$ cat src/rtl/ssd_pkg.sv
// Shared constants, FSM encodings and segment decoding for the
// multiplexed seven-segment scan controller.
package ssd_pkg;

    localparam logic [6:0] SEG_BLANK = 7'b1111111;
    localparam logic [6:0] SEG_DASH  = 7'b1111110;

    localparam logic [1:0] ST_IDLE    = 2'd0;
    localparam logic [1:0] ST_CONVERT = 2'd1;
    localparam logic [1:0] ST_COMMIT  = 2'd2;

    // Active-low {a,b,c,d,e,f,g}; A..F rendered as A, b, C, d, E, F.
    function automatic logic [6:0] hex_to_seg(input logic [3:0] nib);
        logic [6:0] seg;
        case (nib)
            4'h0: seg = 7'b0000001;
            4'h1: seg = 7'b1001111;
            4'h2: seg = 7'b0010010;
            4'h3: seg = 7'b0000110;
            4'h4: seg = 7'b1001100;
            4'h5: seg = 7'b0100100;
            4'h6: seg = 7'b0100000;
            4'h7: seg = 7'b0001111;
            4'h8: seg = 7'b0000000;
            4'h9: seg = 7'b0000100;
            4'hA: seg = 7'b0001000;
            4'hB: seg = 7'b1100000;
            4'hC: seg = 7'b0110001;
            4'hD: seg = 7'b1000010;
            4'hE: seg = 7'b0110000;
            default: seg = 7'b0111000;
        endcase
        return seg;
    endfunction

endpackage

$ cat src/rtl/bin2bcd_seq.sv
// Sequential double-dabble converter: BIN_WIDTH shift cycles then one
// commit cycle; o_done marks the cycle in which o_bcd/o_ovf are final.
module bin2bcd_seq #(
    parameter int BIN_WIDTH  = 16,
    parameter int NUM_DIGITS = 8
) (
    input  logic                      Clk,
    input  logic                      Reset_n,
    input  logic                      i_start,
    input  logic [BIN_WIDTH-1:0]      i_bin,
    output logic                      o_busy,
    output logic                      o_done,
    output logic [4*NUM_DIGITS-1:0]   o_bcd,
    output logic                      o_ovf
);
    import ssd_pkg::*;

    localparam int DISP_W = 4 * NUM_DIGITS;
    localparam int CNT_W  = $clog2(BIN_WIDTH + 1);
    localparam logic [CNT_W-1:0] LAST_CNT = CNT_W'(BIN_WIDTH - 1);

    logic [1:0]           r_state;
    logic [BIN_WIDTH-1:0] r_bin;
    logic [DISP_W-1:0]    r_bcd;
    logic                 r_ovf;
    logic [CNT_W-1:0]     r_cnt;
    logic [DISP_W-1:0]    w_adj;

    // NOTE: every signal written in always_comb gets a default first, so no latch is inferred.
    always_comb begin
        w_adj = r_bcd;
        for (int d = 0; d < NUM_DIGITS; d++) begin
            if (r_bcd[4*d +: 4] >= 4'd5)
                w_adj[4*d +: 4] = r_bcd[4*d +: 4] + 4'd3;
        end
    end

    // NOTE: sequential state uses non-blocking assignments so every register samples pre-edge values.
    always_ff @(posedge Clk or negedge Reset_n) begin
        if (!Reset_n) begin
            r_state <= ST_IDLE;
            r_bin   <= '0;
            r_bcd   <= '0;
            r_ovf   <= 1'b0;
            r_cnt   <= '0;
        end else begin
            case (r_state)
                ST_IDLE: begin
                    if (i_start) begin
                        r_bin   <= i_bin;
                        r_bcd   <= '0;
                        r_ovf   <= 1'b0;
                        r_cnt   <= '0;
                        r_state <= ST_CONVERT;
                    end
                end
                ST_CONVERT: begin
                    // A 1 leaving the top nibble means the value needs more digits.
                    r_bcd <= {w_adj[DISP_W-2:0], r_bin[BIN_WIDTH-1]};
                    r_ovf <= r_ovf | w_adj[DISP_W-1];
                    r_bin <= r_bin << 1;
                    r_cnt <= r_cnt + 1'b1;
                    if (r_cnt == LAST_CNT)
                        r_state <= ST_COMMIT;
                end
                ST_COMMIT: r_state <= ST_IDLE;
                default:   r_state <= ST_IDLE;
            endcase
        end
    end

    assign o_busy = (r_state != ST_IDLE);
    assign o_done = (r_state == ST_COMMIT);
    assign o_bcd  = r_bcd;
    assign o_ovf  = r_ovf;

endmodule

$ cat src/rtl/ssd_scan_ctrl.sv
// N-digit multiplexed seven-segment controller with hex/decimal modes,
// leading-zero blanking, per-digit decimal points and overflow dashes.
module ssd_scan_ctrl #(
    parameter int NUM_DIGITS    = 8,
    parameter int BIN_WIDTH     = 16,
    parameter int SCAN_DIV_BITS = 18
) (
    input  logic                  Clk,
    input  logic                  Reset_n,
    input  logic [BIN_WIDTH-1:0]  Value,
    input  logic                  Load,
    input  logic                  Hex_mode,
    input  logic [NUM_DIGITS-1:0] Dp_mask,
    input  logic                  Blank_lz,
    input  logic                  Enable,
    output logic                  Busy,
    output logic                  Overflow,
    output logic [NUM_DIGITS-1:0] An,
    output logic [7:0]            Cathodes
);
    import ssd_pkg::*;

    localparam int DISP_W = 4 * NUM_DIGITS;
    localparam int IDX_W  = (NUM_DIGITS > 1) ? $clog2(NUM_DIGITS) : 1;
    localparam int CAP_W  = (BIN_WIDTH < DISP_W) ? BIN_WIDTH : DISP_W;

    logic                     w_busy, w_done, w_conv_ovf, w_start, w_hex_load, w_hex_ovf;
    logic [DISP_W-1:0]        w_bcd, w_hex_disp;
    logic [DISP_W-1:0]        r_disp;
    logic                     r_ovf;
    logic [SCAN_DIV_BITS-1:0] r_presc;
    logic [IDX_W-1:0]         r_idx;
    logic [NUM_DIGITS-1:0]    r_an;
    logic [7:0]               r_cath;
    logic [3:0]               w_nib;
    logic [NUM_DIGITS-1:0]    w_blank, w_an;
    logic                     w_zero_run;
    logic [6:0]               w_seg;

    // Loads are only honoured in IDLE; a request during conversion is dropped.
    assign w_start    = Load && !Hex_mode && !w_busy;
    assign w_hex_load = Load &&  Hex_mode && !w_busy;

    bin2bcd_seq #(
        .BIN_WIDTH  (BIN_WIDTH),
        .NUM_DIGITS (NUM_DIGITS)
    ) u_bin2bcd (
        .Clk     (Clk),
        .Reset_n (Reset_n),
        .i_start (w_start),
        .i_bin   (Value),
        .o_busy  (w_busy),
        .o_done  (w_done),
        .o_bcd   (w_bcd),
        .o_ovf   (w_conv_ovf)
    );

    always_comb begin
        w_hex_disp = '0;
        w_hex_disp[CAP_W-1:0] = Value[CAP_W-1:0];
    end

    generate
        if (BIN_WIDTH > DISP_W) begin : g_hex_ovf
            assign w_hex_ovf = |Value[BIN_WIDTH-1:DISP_W];
        end else begin : g_no_hex_ovf
            assign w_hex_ovf = 1'b0;
        end
    endgenerate

    always_ff @(posedge Clk or negedge Reset_n) begin
        if (!Reset_n) begin
            r_disp <= '0;
            r_ovf  <= 1'b0;
        end else if (w_hex_load) begin
            r_disp <= w_hex_disp;
            r_ovf  <= w_hex_ovf;
        end else if (w_done) begin
            r_disp <= w_bcd;
            r_ovf  <= w_conv_ovf;
        end
    end

    always_ff @(posedge Clk or negedge Reset_n) begin
        if (!Reset_n) begin
            r_presc <= '0;
            r_idx   <= '0;
        end else begin
            r_presc <= r_presc + 1'b1;
            if (&r_presc)
                r_idx <= (r_idx == IDX_W'(NUM_DIGITS - 1)) ? '0 : r_idx + 1'b1;
        end
    end

    // Digit i is a leading zero when it and every digit above it are zero.
    always_comb begin
        w_blank    = '0;
        w_zero_run = 1'b1;
        w_nib      = '0;
        w_an       = '1;
        for (int i = NUM_DIGITS - 1; i >= 0; i--) begin
            w_zero_run = w_zero_run && (r_disp[4*i +: 4] == 4'd0);
            w_blank[i] = (i > 0) && w_zero_run;
            if (r_idx == IDX_W'(i))
                w_nib = r_disp[4*i +: 4];
        end
        w_an[r_idx] = 1'b0;
        if (r_ovf)
            w_seg = SEG_DASH;
        else if (Blank_lz && w_blank[r_idx])
            w_seg = SEG_BLANK;
        else
            w_seg = hex_to_seg(w_nib);
    end

    always_ff @(posedge Clk or negedge Reset_n) begin
        if (!Reset_n) begin
            r_an   <= '1;
            r_cath <= 8'hFF;
        end else begin
            r_an   <= Enable ? w_an : '1;
            r_cath <= {w_seg, ~Dp_mask[r_idx]};
        end
    end

    assign Busy     = w_busy;
    assign Overflow = r_ovf;
    assign An       = r_an;
    assign Cathodes = r_cath;

endmodule

$ cat config.mk
export PLATFORM = sky130hd
export DESIGN_NAME = ssd_scan_ctrl
export DESIGN_NICKNAME = d
export VERILOG_FILES = /design/src/rtl/ssd_pkg.sv /design/src/rtl/bin2bcd_seq.sv /design/src/rtl/ssd_scan_ctrl.sv
export SDC_FILE = /design/constraint.sdc
export NUM_CORES = 1
export LEC_CHECK = 0
export CAP_MARGIN = 25
export CORE_UTILIZATION = 50
export DETAILED_ROUTE_END_ITERATION = 7
export HOLD_SLACK_MARGIN = 0.12
export PLACE_DENSITY = 0.73
export SYNTH_ARGS = -nofsm -noshare
export SYNTH_HDL_FRONTEND = slang
export SYNTH_SLANG_ARGS = --single-unit
$ cat constraint.sdc
create_clock -name Clk -period 2.7 [get_ports Clk]
set_input_delay 0.405 -clock Clk [delete_from_list [all_inputs] [get_ports Clk]]
set_output_delay 0.405 -clock Clk [all_outputs]
set_load 0.02 [all_outputs]
# After elaboration in Yosys (flattened, before gate mapping)
# Memory sizes are Yosys's and may differ from the RTL's.
# Index checks and enable logic that the tools add are counted.
# W data, S select, Z words.
[classes] n_lt_le_gt_ge=10 mux=41 bitwise_logic=3 n_reduce_logical=29 addsub=11 n_eq_ne=12
[op_table] cell="$mux W32" count=3
[op_table] cell="$mux W4" count=16
[op_table] cell="$pmux W32 S2" count=1
[op_table] cell="$add A4 B2 Y4 const B" count=8
[op_table] cell="$ge A4 B3 Y1 const B" count=8
[op_table] cell="$pmux W16 S2" count=1
[op_table] cell="$logic_not A4 Y1" count=7
[op_table] cell="$add A18 B1 Y18 const B" count=1
[op_table] cell="$reduce_and A18 Y1" count=1
[op_table] cell="$mux W16" count=1
[op_table] cell="$mux W7" count=2
[op_table] cell="$eq A3 B3 Y1 const B" count=4
[op_table] cell="$logic_and A1 B1 Y1" count=12
[op_table] cell="$pmux W5 S2" count=1
[op_table] cell="$mux W8" count=1
[op_table] cell="$not A8 Y8" count=1
[op_table] cell="$bmux W1 S3" count=2
[op_table] cell="$eq A3 B2 Y1 const B" count=2
[op_table] cell="$mux W1" count=6
[op_table] cell="$reduce_bool A2 Y1" count=3
[op_table] cell="$add A5 B1 Y5 const B" count=1
[op_table] cell="$eq A5 B4 Y1 const B" count=1
[op_table] cell="$mux W5" count=1
[op_table] cell="$lt A3 B4 Y1 const B" count=1
[op_table] cell="other kinds (17)" count=21
[totals] memories=1 rom_bits=112 word_cells=118 out_inout_bits=18 register_bits=126
[memory_table] name="(name not given)" words=16 word_bits=7 read_ports=1 rd_ports_with_merged_regs=0 write_ports=0 line_no="ssd_pkg.sv:15" rtl="case (nib)"

# Longest topological paths before layout
# Gate-level depths: netlist of run 1.
[logic_depth] depth_word=12 depth_mapped=15 depth_no_buf=13

# Hierarchy
# From an unflattened synthesis of run 1, not the netlist that was laid out.
[unflattened] hier_cells=683 area_unflattened_um2=6984.2
[modules_own_cells] module="ssd_scan_ctrl" area_per_inst_um2=3746.1 n_inst=1 cells_per_inst=364 seq_area_each_um2=1771.7
[modules_own_cells] module="bin2bcd_seq" area_per_inst_um2=3238.1 n_inst=1 cells_per_inst=319 seq_area_each_um2=1401.3

# Worst setup path after synthesis of run 1
# OpenSTA, ideal clock, no wires.
[synth_timing] kind="flip-flop to flip-flop" startpoint="register r_idx[0]" endpoint="register r_cath[4], in the netlist Cathodes[4]" setup_ns=0.061 path_buffers=2 slack_ns=-0.204 t_required_ns=2.639 period_less_slack_ns=2.904 stages_incl_launch_ff=16 arrival_ns=2.843 path_cell_list="dfrtp_1 clkbuf_1 inv_1 ha_1 buf_2 inv_2 nand2_1 a221o_1 a221oi_1 a21oi_1 a21o_1 inv_1 ha_1 mux2i_1 mux2_2 nand2_1"
[synth_between] elab_chain_cells=12 elab_cells_between_ends=22 classes_between="eq/ne: 7; mux: 12; reduce/logical: 2; memory: 1"
[synth_lines] element="start: declaration" line_no="ssd_scan_ctrl.sv:32" rtl="logic [IDX_W-1:0] r_idx;"
[synth_lines] element="start signal: assignment" line_no="ssd_scan_ctrl.sv:91" rtl="r_idx <= (r_idx == IDX_W'(NUM_DIGITS - 1)) ? '0 : r_idx + 1'b1;"
[synth_lines] element="$eq A3 B3 Y1" line_no="ssd_scan_ctrl.sv:104" rtl="if (r_idx == IDX_W'(i))"
[synth_lines] element="$mux W4 (8 in a row)" line_no="ssd_scan_ctrl.sv:104"
[synth_lines] element="$mem_v2 Z16 W7"
[synth_lines] element="$mux W7 (*)" line_no="ssd_scan_ctrl.sv:110" rtl="else if (Blank_lz && w_blank[r_idx])"
[synth_lines] element="$mux W7 (*)" line_no="ssd_scan_ctrl.sv:108" rtl="if (r_ovf)"
[synth_lines] element="named net w_seg[3]" line_no="ssd_scan_ctrl.sv:38" rtl="logic [6:0] w_seg;"
[synth_lines] element="end signal: assignment" line_no="ssd_scan_ctrl.sv:122" rtl="r_cath <= {w_seg, ~Dp_mask[r_idx]};"
[synth_lines] element="end: declaration" line_no="ssd_scan_ctrl.sv:34" rtl="logic [7:0] r_cath;"
# Mark *: on every way through the listed nets, which the timed path passes. The rest lies on a longest branch. The select of a mux whose other input is x is not followed.
# A chain may end at the register's enable or synchronous reset.

# Worst setup path in the final report of run 1
# Ends and elaborated chain as after synthesis.

==> results of run 1 <==
==> layer usage <==
metal	up-vias	routed length [um]
li1	2496	-
met1	2628	6935
met2	149	7179
met3	25	742
met4	0	269
met5	-	0
==> cell usage after synthesis, types with 3 or more instances <==
library cell  number  area, um^2
a21o_1             4       30.03
a21oi_1           30       150.1
a221o_1            3       30.03
a22oi_1           17       127.6
a31oi_1           17       106.4
a32o_1             9       90.09
and3_1             7       43.79
buf_2              6       30.03
clkbuf_1          27       101.4
dfrtp_1          110        2753
dfstp_2           16       420.4
ha_1              31       387.9
inv_1             29       108.9
mux2i_1            7       70.07
nand2_1          125       469.2
nand2b_1          12       75.07
nand3_1           17       85.08
nand4_1            5       31.28
nor2_1            42       157.7
nor2b_1            7       43.79
nor3_1             3       15.01
nor4_1             7       43.79
o211ai_1           4       30.03
o21ai_0           43       215.2
o21ai_1            3       15.01
o221ai_1           3       26.28
o22ai_1           18       112.6
o31ai_1           10       75.07
o32ai_1            7       61.31
xnor2_1           18       157.7
xor2_1            14       122.6
==> worst max-delay path, cell delays in order (launching register included) <==
cell      delay [ns]
dfrtp_2         0.45
buf_4           0.17
ha_4            0.17
nand2_1         0.06
nand2_1         0.05
a221o_1         0.35
a221oi_2        0.26
a21oi_2         0.08
a21o_1          0.21
ha_1            0.29
mux2i_1         0.06
mux2_4          0.27
nand2_1         0.07
==> worst max-delay path by stage <==
stage	from	end	depth (start not counted)
after floorplan	r_idx[0]	Cathodes[4]	15
after global placement	r_idx[0]	Cathodes[4]	13
after detailed placement	r_idx[0]	Cathodes[4]	13
after CTS	r_idx[0]	Cathodes[4]	13
after global routing	r_idx[0]	Cathodes[4]	12
final	r_idx[0]	Cathodes[4]	12
==> placed cells by master, fill, tap and decap left out, drive strengths merged, types with 9 or more instances in the layout <==
master         Yosys  layout
xnor2             18      18
o31ai             10      10
a21oi             30      30
a31oi             17      17
clkbuf            27      26
inv               31      31
a22oi             17      17
nor2              42      42
buf                9      28
ha                31      31
o22ai             18      18
dfrtp            110     110
a32o               9       9
dfstp             16      16
nand3             17      17
nand2b            13      13
o21ai             46      46
clkdlybuf4s50      0      46
nand2            125     125
xor2              14      14
==> flip-flops by register name, indices dropped and copies added (netlist names) <==
| name | cells |
|---|---|
| An | 8 |
| Cathodes | 8 |
| Overflow | 1 |
| r_disp | 32 |
| r_idx | 3 |
| r_presc | 18 |
| u_bin2bcd.o_bcd | 32 |
| u_bin2bcd.o_ovf | 1 |
| u_bin2bcd.r_bin | 16 |
| u_bin2bcd.r_cnt | 5 |
| u_bin2bcd.r_state | 2 |
==> power groups by stage <==
stage | Sequential [W] | Clock (W) | Combinational, W
after detailed placement | 0.00317 | 0 | 0.00301
after global routing | 0.00325 | 0.00228 | 0.00348
after global placement | 0.00313 | 0 | 0.00290
after floorplan | 0.00306 | 0 | 0.00213
after CTS | 0.00314 | 0.00219 | 0.00306
final | 0.00316 | 0.00216 | 0.00310
==> cell families after synthesis <==
family,share of synthesized area
compound gates,0.1817
xor+xnor,0.04363
fa+ha+maj,0.06038
buf+inv,0.04207
flops,0.4940
mux,0.02143
simple gates,0.1568
==> area by class of cell <==
type	instances	area [um^2]
fill	993	4696
tap	172	215.2
multi-input combinational	483	3074
clock inverter	6	61.31
sequential	126	3176
timing repair buffer	75	730.7
inverter	31	116.4
clock buffer	26	499.2
==> what timing repair did <==
action | CTS | global route
gates resized for setup | 1 | 22
setup endpoints to repair | 1 | 6
buffers inserted | 0 | 3
hold endpoints to repair | 36 | 0
pin swaps | 0 | 4
hold buffers | 1 | 0
==> per-stage QoR <==
| step | std cells | hold slack, ns | utilization | total power [W] |
|---|---|---|---|---|
| 6_report | 919 | 0.4760 | 0.6264 | 0.008422 |
| 5_1_grt | 919 | 0.4929 | 0.6264 | 0.009006 |
| 4_1_cts | 916 | 0.4793 | 0.6177 | 0.008392 |
| 3_5_place_dp | 883 | 0.4667 | 0.5721 | 0.006180 |
| 3_3_place_gp | 883 | 0.4502 | 0.5721 | 0.006025 |
| 2_1_floorplan | 676 | 0.1094 | - | 0.005192 |
==> key figures, run 1 <==
Setup path
  • Crit-path max FO: 5
  • Worst EP arrival: 2.90 ns
  • Reg2Reg Depth: 12
  • Startpoint Class: register
  • Reg2reg end: Cathodes[4]
  • Type of the worst setup path: register to register
  • Reg2reg start: r_idx[0]
  • Req. time, crit path: 3.06 ns
  • Critical path endpoint category: register
  • Reg-to-reg slack, setup: 0.16 ns

Synth
  • Asr flop ratio synth: 1.000
  • FF+latch count, synth: 126
  • Post-synth cell types: 51
  • Post-Synthesis Cells: 676
  • Yosys Warn Count: 0
  • Post-Syn Area: 0.006424 mm^2
  • Dominant synthesized flop cell: dfrtp_1
  • Net Count, Synth: 737
  • Post-synth EDFFs: 0
  • Mapped Avg Cell Area: 9.502 um^2
  • Sequential share of the synthesized area: 0.4940

STA
  • Worst rel slew slack: 0.4133
  • Slew Limit Fails: 0
  • Period utilization: 0.9419
  • Setup TNS: 0 ns
  • Max Fclk: 393.2 MHz
  • Clock Skew: 0.006023 ns
  • Final setup margin: 0.1569 ns
  • Measured slew at the worst slew-check pin: 0.8800 ns
  • Final min period: 2.543 ns
  • Final setup violation count: 0
  • RSZ-0062 raised after global routing: no
  • Final Hold Viols: 0

Power and ir drop
  • P_sw: 0.003131 W
  • Clock share of power: 0.257
  • Sw Share: 0.3718
  • Peak supply drop: 0.6620 mV
  • Power Dens Cells: 1070 mW/mm^2
  • Internal power: 0.005291 W
  • Leakage: 3.464 nW
  • Comb pwr share: 0.368
  • Flop pwr share: 0.375

Placement
  • Placed Area: 0.007191 mm^2
  • Setup WS pre-CTS: 0.009035 ns
  • Placer congestion estimate: 0.9157
  • Detailed Place HPWL: 10.30 mm
  • PortBufs: 47

Worst hold path
  • WHS Endpoint: r_presc[17]
  • Hold crit path type: register to register
  • HP Start: r_presc[17]
  • Hold Path Stages: 1

Global routing
  • Met1 Use GR: 0.3390
  • Largest net degree at the start of global routing: 56
  • First-pass GRT wire length: 25.21 mm
  • Most used routing layer: met2
  • Grt met3 use: 0.04850
  • Gr ovfl total: 0
  • Initial antenna violation count: 0
  • GRT met2 Usage: 0.3800
  • Vias in the first global route: 5162
  • GRT Util Overall: 0.2465

Route
  • 1st-iter DRT viols: 407
  • Final antenna-violating net count: 0
  • Final WL: 15.13 mm
  • DRC: 2
  • Via count: 5298
  • First-pass DRT Iterations: 7
  • Vias per cell: 5.765
  • Routed len/inst: 16.46 um

Floorplan
  • Die Y: 115.3 um
  • Total core area: 0.01257 mm^2
  • Row count: 41
  • Die Wd: 115.3 um
  • Initial core utilization: 0.5111
  • IO Count: 48
  • Die area: 0.01330 mm^2

Final layout
  • Share of cells above drive strength 1: 0.1272
  • Area grow syn2layout: 22.56%
  • Nets: 795
  • Final Instance Area: 0.007873 mm^2
  • Number of diodes: 0

Outcome
  • Failing checks: DRC
  • Outcome: finished, violations left

Clock tree
  • H-Tree Depth: 4
  • Maximum clock path buffer count: 2
  • Reg clk slew, reported paths: 0.06 ns
  • Total CTS buffers: 17
  • Clock latency on the worst-skew pair: 0.42 ns
  • CTS sink count: 126
  • Root Driver: clkbuf_16
  • CTS tree: yes

Flow run
  • Max-cap violations: 0
Note: power is estimated with default switching activity, not from simulation.
==> inputs of run 2 (changes only) <==
--- a/config.mk
+++ b/config.mk
@@ -9,7 +9,7 @@
 export CORE_UTILIZATION = 50
 export DETAILED_ROUTE_END_ITERATION = 7
 export HOLD_SLACK_MARGIN = 0.12
-export PLACE_DENSITY = 0.73
+export PLACE_DENSITY = 0.7
 export SYNTH_ARGS = -nofsm -noshare
 export SYNTH_HDL_FRONTEND = slang
 export SYNTH_SLANG_ARGS = --single-unit
==> constraint.sdc (replaced) <==
create_clock -name Clk -period 2.8 [get_ports Clk]
set_input_delay 0.42 -clock Clk [delete_from_list [all_inputs] [get_ports Clk]]
set_output_delay 0.42 -clock Clk [all_outputs]
set_load 0.02 [all_outputs]
==> run 2 against run 1 <==
  * Global-route usage hardly changed
  * Hold slack worse by 0.0090 ns
  * Cell count decreased by 0.76%
  * Largest power group unchanged
  * The flow now finishes without violations
  * First-iteration DRC count grew 29%
  * Highest routed layer unchanged
==> key figures, run 2 (synthesis results as in run 1) <==
Floorplan
  • Row count: 41 (unchanged)
  • IO Count: 48 (unchanged)
  • Die Wd: 115.3 um (unchanged)
  • Die area: 0.01330 mm^2 (unchanged)
  • Total core area: 0.01257 mm^2 (unchanged)
  • Initial core utilization: 0.5111 (unchanged)
  • Die Y: 115.3 um (unchanged)

STA
  • Final setup violation count: 0 (unchanged)
  • Worst rel slew slack: 0.4206 (was 0.4133)
  • Slew Limit Fails: 0 (unchanged)
  • Final Hold Viols: 0 (unchanged)
  • Measured slew at the worst slew-check pin: 0.8690 ns (was 0.8800 ns)
  • Period utilization: 0.9618 (was 0.9419)
  • Final setup margin: 0.1069 ns (was 0.1569 ns)
  • Final min period: 2.693 ns (was 2.543 ns)
  • RSZ-0062 raised after global routing: yes (was no)
  • Max Fclk: 371.3 MHz (was 393.2 MHz)
  • Clock Skew: 0.006823 ns (was 0.006023 ns)

Route
  • Routed len/inst: 16.35 um (was 16.46 um)
  • First-pass DRT Iterations: 6 (was 7)
  • Via count: 5243 (was 5298)
  • Final WL: 14.91 mm (was 15.13 mm)
  • 1st-iter DRT viols: 527 (was 407)
  • Final antenna-violating net count: 0 (unchanged)
  • DRC: 0 (was 2)
  • Vias per cell: 5.749 (was 5.765)

Final layout
  • Share of cells above drive strength 1: 0.1122 (was 0.1272)
  • Final Instance Area: 0.007800 mm^2 (was 0.007873 mm^2)
  • Number of diodes: 0 (unchanged)
  • Leading cell type in the layout, fill and taps excluded: nand2_1 (unchanged)
  • Fillers: 1045 (was 993)
  • Most frequent cells in the layout: nand2_1, dfrtp_1, clkdlybuf4s50_1 (unchanged)
  • Nets: 788 (was 795)
  • Area grow syn2layout: 21.43% (was 22.56%)

Clock tree
  • Clock latency on the worst-skew pair: 0.43 ns (was 0.42 ns)
  • Reg clk slew, reported paths: 0.06 ns (about the same)
  • Root Driver: clkbuf_16 (unchanged)
  • CTS sink count: 126 (unchanged)
  • H-Tree Depth: 4 (unchanged)
  • CTS tree: yes (unchanged)
  • Total CTS buffers: 17 (unchanged)
  • Maximum clock path buffer count: 2 (unchanged)

Setup path
  • Worst EP arrival: 3.02 ns (was 2.90 ns)
  • Req. time, crit path: 3.13 ns (was 3.06 ns)
  • CP top delay family: compound AO/OA/AOI/OAI gates (unchanged)
  • WP buf/inv: 0 (was 1)
  • Crit-path cells: ha_1 > ha_1 > nand2_1 > o21ai_0 > a221o_1 > a221oi_2 > a21oi_2 > a21o_1 > ha_1 > mux2_2 > nand2_1 > o211ai_1 (was buf_4 > ha_4 > nand2_1 > nand2_1 > a221o_1 > a221oi_2 > a21oi_2 > a21o_1 > ha_1 > mux2i_1 > mux2_4 > nand2_1)
  • Startpoint Class: register (unchanged)
  • Critical-path top delay cell: dfrtp_1 (was dfrtp_2)
  • Type of the worst setup path: register to register (unchanged)
  • Cell mode on critical path: ha_1 (was nand2_1)
  • Critical path endpoint category: register (unchanged)
  • Crit-path max FO: 4 (was 5)
  • Largest stage delay, worst path: 0.42 ns (was 0.45 ns)

Power and ir drop
  • P_sw: 0.003052 W (was 0.003131 W)
  • Leakage: 3.445 nW (was 3.464 nW)
  • Clock share of power: 0.276 (was 0.257)
  • Power Dens Cells: 1056 mW/mm^2 (was 1070 mW/mm^2)
  • Flop pwr share: 0.371 (was 0.375)
  • Comb pwr share: 0.353 (was 0.368)
  • Peak supply drop: 0.8578 mV (was 0.6620 mV)
  • Internal power: 0.005184 W (was 0.005291 W)
  • Sw Share: 0.3706 (was 0.3718)

Placement
  • Placer congestion estimate: 0.8446 (was 0.9157)
  • PortBufs: 47 (unchanged)
  • Placed Area: 0.007148 mm^2 (was 0.007191 mm^2)
  • Setup WS pre-CTS: 0.05967 ns (was 0.009035 ns)
  • Detailed Place HPWL: 10.22 mm (was 10.30 mm)

Worst hold path
  • Hold crit path type: register to register (unchanged)

Outcome
  • Outcome: completed (was finished, violations left)

Global routing
  • Gr ovfl total: 0 (unchanged)
  • GRT Util Overall: 0.2468 (was 0.2465)
  • Vias in the first global route: 5262 (was 5162)
  • Initial antenna violation count: 0 (unchanged)
  • First-pass GRT wire length: 25.21 mm (unchanged)
  • Largest net degree at the start of global routing: 55 (was 56)

Flow run
  • Max-cap violations: 0 (unchanged)
==> run 2: stage by stage <==
stage / instances / util / power, W / setup TNS (ns) / hold slack [ns]
floorplan: 676 / - / 0.005006 / 0 / 0.1244
global placement: 879 / 0.5687 / 0.005786 / 0 / 0.4498
detailed placement: 879 / 0.5687 / 0.005929 / 0 / 0.4599
CTS: 912 / 0.6185 / 0.008249 / 0 / 0.4721
global route: 912 / 0.6206 / 0.008802 / -0.1508 / 0.4898
finish: 912 / 0.6206 / 0.008236 / 0 / 0.4670
==> run 2: area by class of cell <==
cell class / instances / area (um^2) / share of cell area
Clock buffer: 19 / 452.9 / 0.05807
Clock inverter: 13 / 162.7 / 0.02085
Inverter: 31 / 116.4 / 0.01492
Multi-Input combinational cell: 483 / 3013 / 0.3863
Sequential cell: 126 / 3174 / 0.4070
Tap cell: 172 / 215.2 / 0.02759
Timing Repair Buffer: 68 / 665.6 / 0.08534
==> run 2: worst reg2reg max path, delay by kind of cell, from the launching register on <==
| family | cells | cell delay (ns) |
|---|---|---|
| adders and majority gates | 3 | 0.71 |
| AOI/OAI and AO/OA | 6 | 1.03 |
| DFF | 1 | 0.42 |
| muxes | 1 | 0.29 |
| and+or+nand+nor | 2 | 0.16 |
==> run 2: worst paths after layout <==
path | from | end | slack, ns | cells after the start
worst min register to register | r_presc[4] | r_presc[4] | 0.47 | 1
worst max register to register | r_idx[0] | Cathodes[2] | 0.11 | 12
worst min-delay path | r_presc[4] | r_presc[4] | 0.47 | 1
worst max-delay path | r_idx[0] | Cathodes[2] | 0.11 | 12
min in group asynchronous | Reset_n | r_presc[12] | 0.55 | 2
max in group asynchronous | Reset_n | Cathodes[4] | 1.57 | 3
==> run 2: per-layer routing <==
layer	GRT usage	vias to the layer above	wire length, um
li1	-	2492	-
met1	0.3380	2565	7004
met2	0.3721	160	6879
met3	0.05588	26	726
met4	0.1169	0	303
met5	0	-	0
==> run 2: power by group through the flow <==
| stage | clock network, W | logic, W | registers, W |
|---|---|---|---|
| floorplan | 0 | 0.00205 | 0.00295 |
| global placement | 0 | 0.00276 | 0.00303 |
| detailed placement | 0 | 0.00287 | 0.00306 |
| CTS | 0.00231 | 0.00291 | 0.00304 |
| global route | 0.00239 | 0.00329 | 0.00312 |
| finish | 0.00227 | 0.00291 | 0.00305 |
==> run 2: what timing repair did <==
item / CTS / global route
endpoints found under the setup margin: 0 / 6
hold buffers: 1 / 0
gates resized for setup: 0 / 6
endpoints found under the hold margin: 44 / 0
buffers inserted: 0 / 0
==> inputs of run 3 (changes only) <==
--- a/config.mk
+++ b/config.mk
@@ -5,11 +5,13 @@
 export SDC_FILE = /design/constraint.sdc
 export NUM_CORES = 1
 export LEC_CHECK = 0
+export ABC_CLOCK_PERIOD_IN_PS = 2800
 export CAP_MARGIN = 25
 export CORE_UTILIZATION = 50
 export DETAILED_ROUTE_END_ITERATION = 7
 export HOLD_SLACK_MARGIN = 0.12
-export PLACE_DENSITY = 0.7
+export PLACE_DENSITY = 0.69
 export SYNTH_ARGS = -nofsm -noshare
 export SYNTH_HDL_FRONTEND = slang
+export SYNTH_HIERARCHICAL = 1
 export SYNTH_SLANG_ARGS = --single-unit
==> run 3 against run 2 <==
  * Via count increased by 3.9%
  * Combinational power increased by 7%
  * Cell count increased by 0.44%
  * Critical path type unchanged
  * Highest routed layer unchanged
  * Largest power group is now combinational cells
==> key figures, run 3 <==
Synth
  • Yosys Warn Count: 6 (was 0)
  • Post-Synthesis Cells: 683 (was 676)
  • Asr flop ratio synth: 1.000 (unchanged)
  • Mapped Avg Cell Area: 10.23 um^2 (was 9.502 um^2)
  • Most common cell in the synthesized netlist: dfrtp_1 (was nand2_1)
  • Post-Syn Area: 0.006984 mm^2 (was 0.006424 mm^2)
  • Post-synth EDFFs: 0 (unchanged)
  • Dominant synthesized flop cell: dfrtp_1 (unchanged)
  • Synth area leaders: dfrtp_1, dfstp_2, mux2i_1, ha_1, nand2_1 (was dfrtp_1, nand2_1, dfstp_2, ha_1, o21ai_0)
  • Post-synth cell types: 70 (was 51)
  • Top cell type's share of synthesized area: 0.3941 (was 0.4285)
  • FF+latch count, synth: 126 (unchanged)
  • Synth area leader: dfrtp_1 (unchanged)
  • Post-synth top cells: dfrtp_1, nand2_1, o21ai_0 (was nand2_1, dfrtp_1, o21ai_0)
  • Sequential share of the synthesized area: 0.4543 (was 0.4940)
  • Net Count, Synth: 744 (was 737)

Worst hold path
  • Hold crit path type: register to register (unchanged)
  • WHS Endpoint: r_presc[0] (was r_presc[4])
  • Hold Path Stages: 1 (unchanged)
  • HP Start: r_presc[0] (was r_presc[4])

Final layout
  • Nets: 788 (unchanged)
  • Share of cells above drive strength 1: 0.1297 (was 0.1122)
  • Number of diodes: 0 (unchanged)
  • Area grow syn2layout: 16.95% (was 21.43%)
  • Leading cell type in the layout, fill and taps excluded: dfrtp_1 (was nand2_1)
  • Final Instance Area: 0.008168 mm^2 (was 0.007800 mm^2)
  • Most frequent cells in the layout: dfrtp_1, nand2_1, o21ai_0 (was nand2_1, dfrtp_1, clkdlybuf4s50_1)

Route
  • DRC: 0 (unchanged)
  • Via count: 5447 (was 5243)
  • Routed len/inst: 17.34 um (was 16.35 um)
  • WL met1: 7.330 mm (was 7.004 mm)
  • Final WL: 15.88 mm (was 14.91 mm)
  • DR top layer: met4 (unchanged)
  • First-pass DRT Iterations: 5 (was 6)
  • Vias per cell: 5.947 (was 5.749)
  • Met2 wire length: 7.552 mm (was 6.879 mm)
  • Final antenna-violating net count: 0 (unchanged)
  • Met3 WL: 760 um (was 726 um)
  • 1st-iter DRT viols: 429 (was 527)

STA
  • Final Hold Viols: 0 (unchanged)
  • Period utilization: 0.9496 (was 0.9618)
  • Setup TNS: 0 ns (unchanged)
  • Worst rel slew slack: 0.4280 (was 0.4206)
  • Final setup violation count: 0 (unchanged)
  • Slew Limit Fails: 0 (unchanged)
  • Max Fclk: 376.1 MHz (was 371.3 MHz)
  • Clock Skew: 0.01007 ns (was 0.006823 ns)
  • Final min period: 2.659 ns (was 2.693 ns)
  • Measured slew at the worst slew-check pin: 0.8561 ns (was 0.8690 ns)

Clock tree
  • CTS sink count: 126 (unchanged)
  • Maximum clock path buffer count: 2 (unchanged)
  • Reg clk slew, reported paths: 0.05 ns (was 0.06 ns)
  • CTS tree: yes (unchanged)
  • Root Driver: clkbuf_16 (unchanged)
  • Clock latency on the worst-skew pair: 0.42 ns (was 0.43 ns)
  • Total CTS buffers: 17 (unchanged)
  • H-Tree Depth: 4 (unchanged)

Placement
  • PortBufs: 47 (unchanged)
  • Placed Area: 0.007528 mm^2 (was 0.007148 mm^2)
  • Detailed Place HPWL: 10.93 mm (was 10.22 mm)
  • Placer congestion estimate: 0.8966 (was 0.8446)

Setup path
  • Crit-path cells: ha_1 > ha_2 > nand2b_1 > nor2_1 > nor4_2 > a21oi_4 > inv_1 > ha_1 > mux2i_1 > mux2_2 > nand2_1 (was ha_1 > ha_1 > nand2_1 > o21ai_0 > a221o_1 > a221oi_2 > a21oi_2 > a21o_1 > ha_1 > mux2_2 > nand2_1 > o211ai_1)
  • Critical-path top delay cell: dfrtp_2 (was dfrtp_1)
  • Largest stage delay, worst path: 0.47 ns (was 0.42 ns)
  • Reg2reg start: r_idx[0] (unchanged)
  • WP buf/inv: 1 (was 0)
  • Startpoint Class: register (unchanged)
  • Reg2reg end: Cathodes[4] (was Cathodes[2])
  • Req. time, crit path: 3.15 ns (was 3.13 ns)
  • Crit-path max FO: 11 (was 4)
  • Worst EP arrival: 3.01 ns (was 3.02 ns)
  • CP top delay family: adder cells (was compound AO/OA/AOI/OAI gates)
  • Reg-to-reg slack, setup: 0.14 ns (was 0.11 ns)
  • Cell mode on critical path: ha_1 (unchanged)
  • Critical path endpoint category: register (unchanged)
  • Type of the worst setup path: register to register (unchanged)
  • Reg2Reg Depth: 11 (was 12)

Power and ir drop
  • Power Dens Cells: 1010 mW/mm^2 (was 1056 mW/mm^2)
  • Peak supply drop: 0.6496 mV (was 0.8578 mV)
  • Leakage: 3.463 nW (was 3.445 nW)

Floorplan
  • Row count: 42 (was 41)
  • Die area: 0.01444 mm^2 (was 0.01330 mm^2)
  • Die Y: 120.2 um (was 115.3 um)
  • Initial core utilization: 0.5192 (was 0.5111)
  • IO Count: 48 (unchanged)
  • Die Wd: 120.2 um (was 115.3 um)
  • Total core area: 0.01345 mm^2 (was 0.01257 mm^2)

Outcome
  • Outcome: completed (unchanged)

Global routing
  • GRT Util Overall: 0.2376 (was 0.2468)
  • Largest net degree at the start of global routing: 50 (was 55)
  • Gr ovfl total: 0 (unchanged)
  • Vias in the first global route: 5566 (was 5262)
  • Initial antenna violation count: 0 (unchanged)
  • First-pass GRT wire length: 26.92 mm (was 25.21 mm)

Flow run
  • Max-cap violations: 0 (unchanged)
==> run 3: changes by cell type after synthesis, sizes merged, moves of 15 or more <==
cell     change
o2111ai     +17
nand2       -47
buf         +19
a22oi       -15
a31oi       -17
mux2i       +33
inv         +16
clkbuf      -16
==> run 3: where the power goes <==
| group | total [W] | internal [W] | leakage, nW | switching (W) |
|---|---|---|---|---|
| registers | 0.00300 | 0.00245 | 1.60 | 0.000558 |
| clock network | 0.00214 | 0.00136 | 0.291 | 0.000788 |
| logic | 0.00310 | 0.00131 | 1.57 | 0.00179 |
==> run 3: worst max-delay path by stage <==
| stage | startpoint | endpoint | depth (start not counted) |
|---|---|---|---|
| after floorplan | r_idx[1] | Cathodes[4] | 12 |
| after global placement | r_idx[0] | Cathodes[4] | 11 |
| after detailed placement | r_idx[0] | Cathodes[4] | 11 |
| after CTS | r_idx[1] | Cathodes[4] | 11 |
| after global routing | r_idx[0] | Cathodes[4] | 11 |
| final | r_idx[0] | Cathodes[4] | 11 |
==> run 3: per-stage QoR <==
| stage | hold WS [ns] | power (W) | setup slack [ns] | utilization | cells |
|---|---|---|---|---|---|
| final | 0.4460 | 0.008246 | 0.1412 | 0.6071 | 916 |
| after global routing | 0.4802 | 0.008778 | -0.04455 | 0.6071 | 916 |
| after CTS | 0.4505 | 0.008249 | 0.01567 | 0.6043 | 916 |
| after detailed placement | 0.4141 | 0.006080 | 0.05053 | 0.5596 | 883 |
| after global placement | 0.4008 | 0.005907 | 0.1418 | 0.5596 | 883 |
| after floorplan | 0.1244 | 0.005303 | 0.2351 | - | 683 |
==> run 3: cell type report <==
| class | instances | area [um^2] |
|---|---|---|
| timing repair buffer | 64 | 610.6 |
| multi-input combinational | 471 | 3393 |
| clock inverter | 9 | 82.58 |
| inverter | 47 | 178.9 |
| tap | 176 | 220.2 |
| clock buffer | 23 | 508.0 |
| sequential | 126 | 3174 |
| fill | 1116 | 5285 |
==> run 3: cell families (layout without fill, tap and decap cells) <==
group / count (synthesis) / in the layout / synth area share
mux: 44 / 44 / 0.06700
simple gates: 198 / 198 / 0.1430
flops: 126 / 126 / 0.4543
xor+xnor: 24 / 24 / 0.03010
buf+inv: 86 / 143 / 0.06628
fa+ha+maj: 31 / 31 / 0.05554
compound gates: 174 / 174 / 0.1838
==> run 3: routing by layer <==
layer	global-route usage	vias up
met5	0	-
met4	0.1086	0
met3	0.04717	23
met2	0.3793	183
met1	0.3118	2692
li1	-	2549
==> run 3: what timing repair did <==
action,4_1_cts,5_1_grt
endpoints found under the hold margin,28,0
gates resized for setup,0,8
hold buffers,1,0
endpoints found under the setup margin,0,7
buffers inserted,0,0
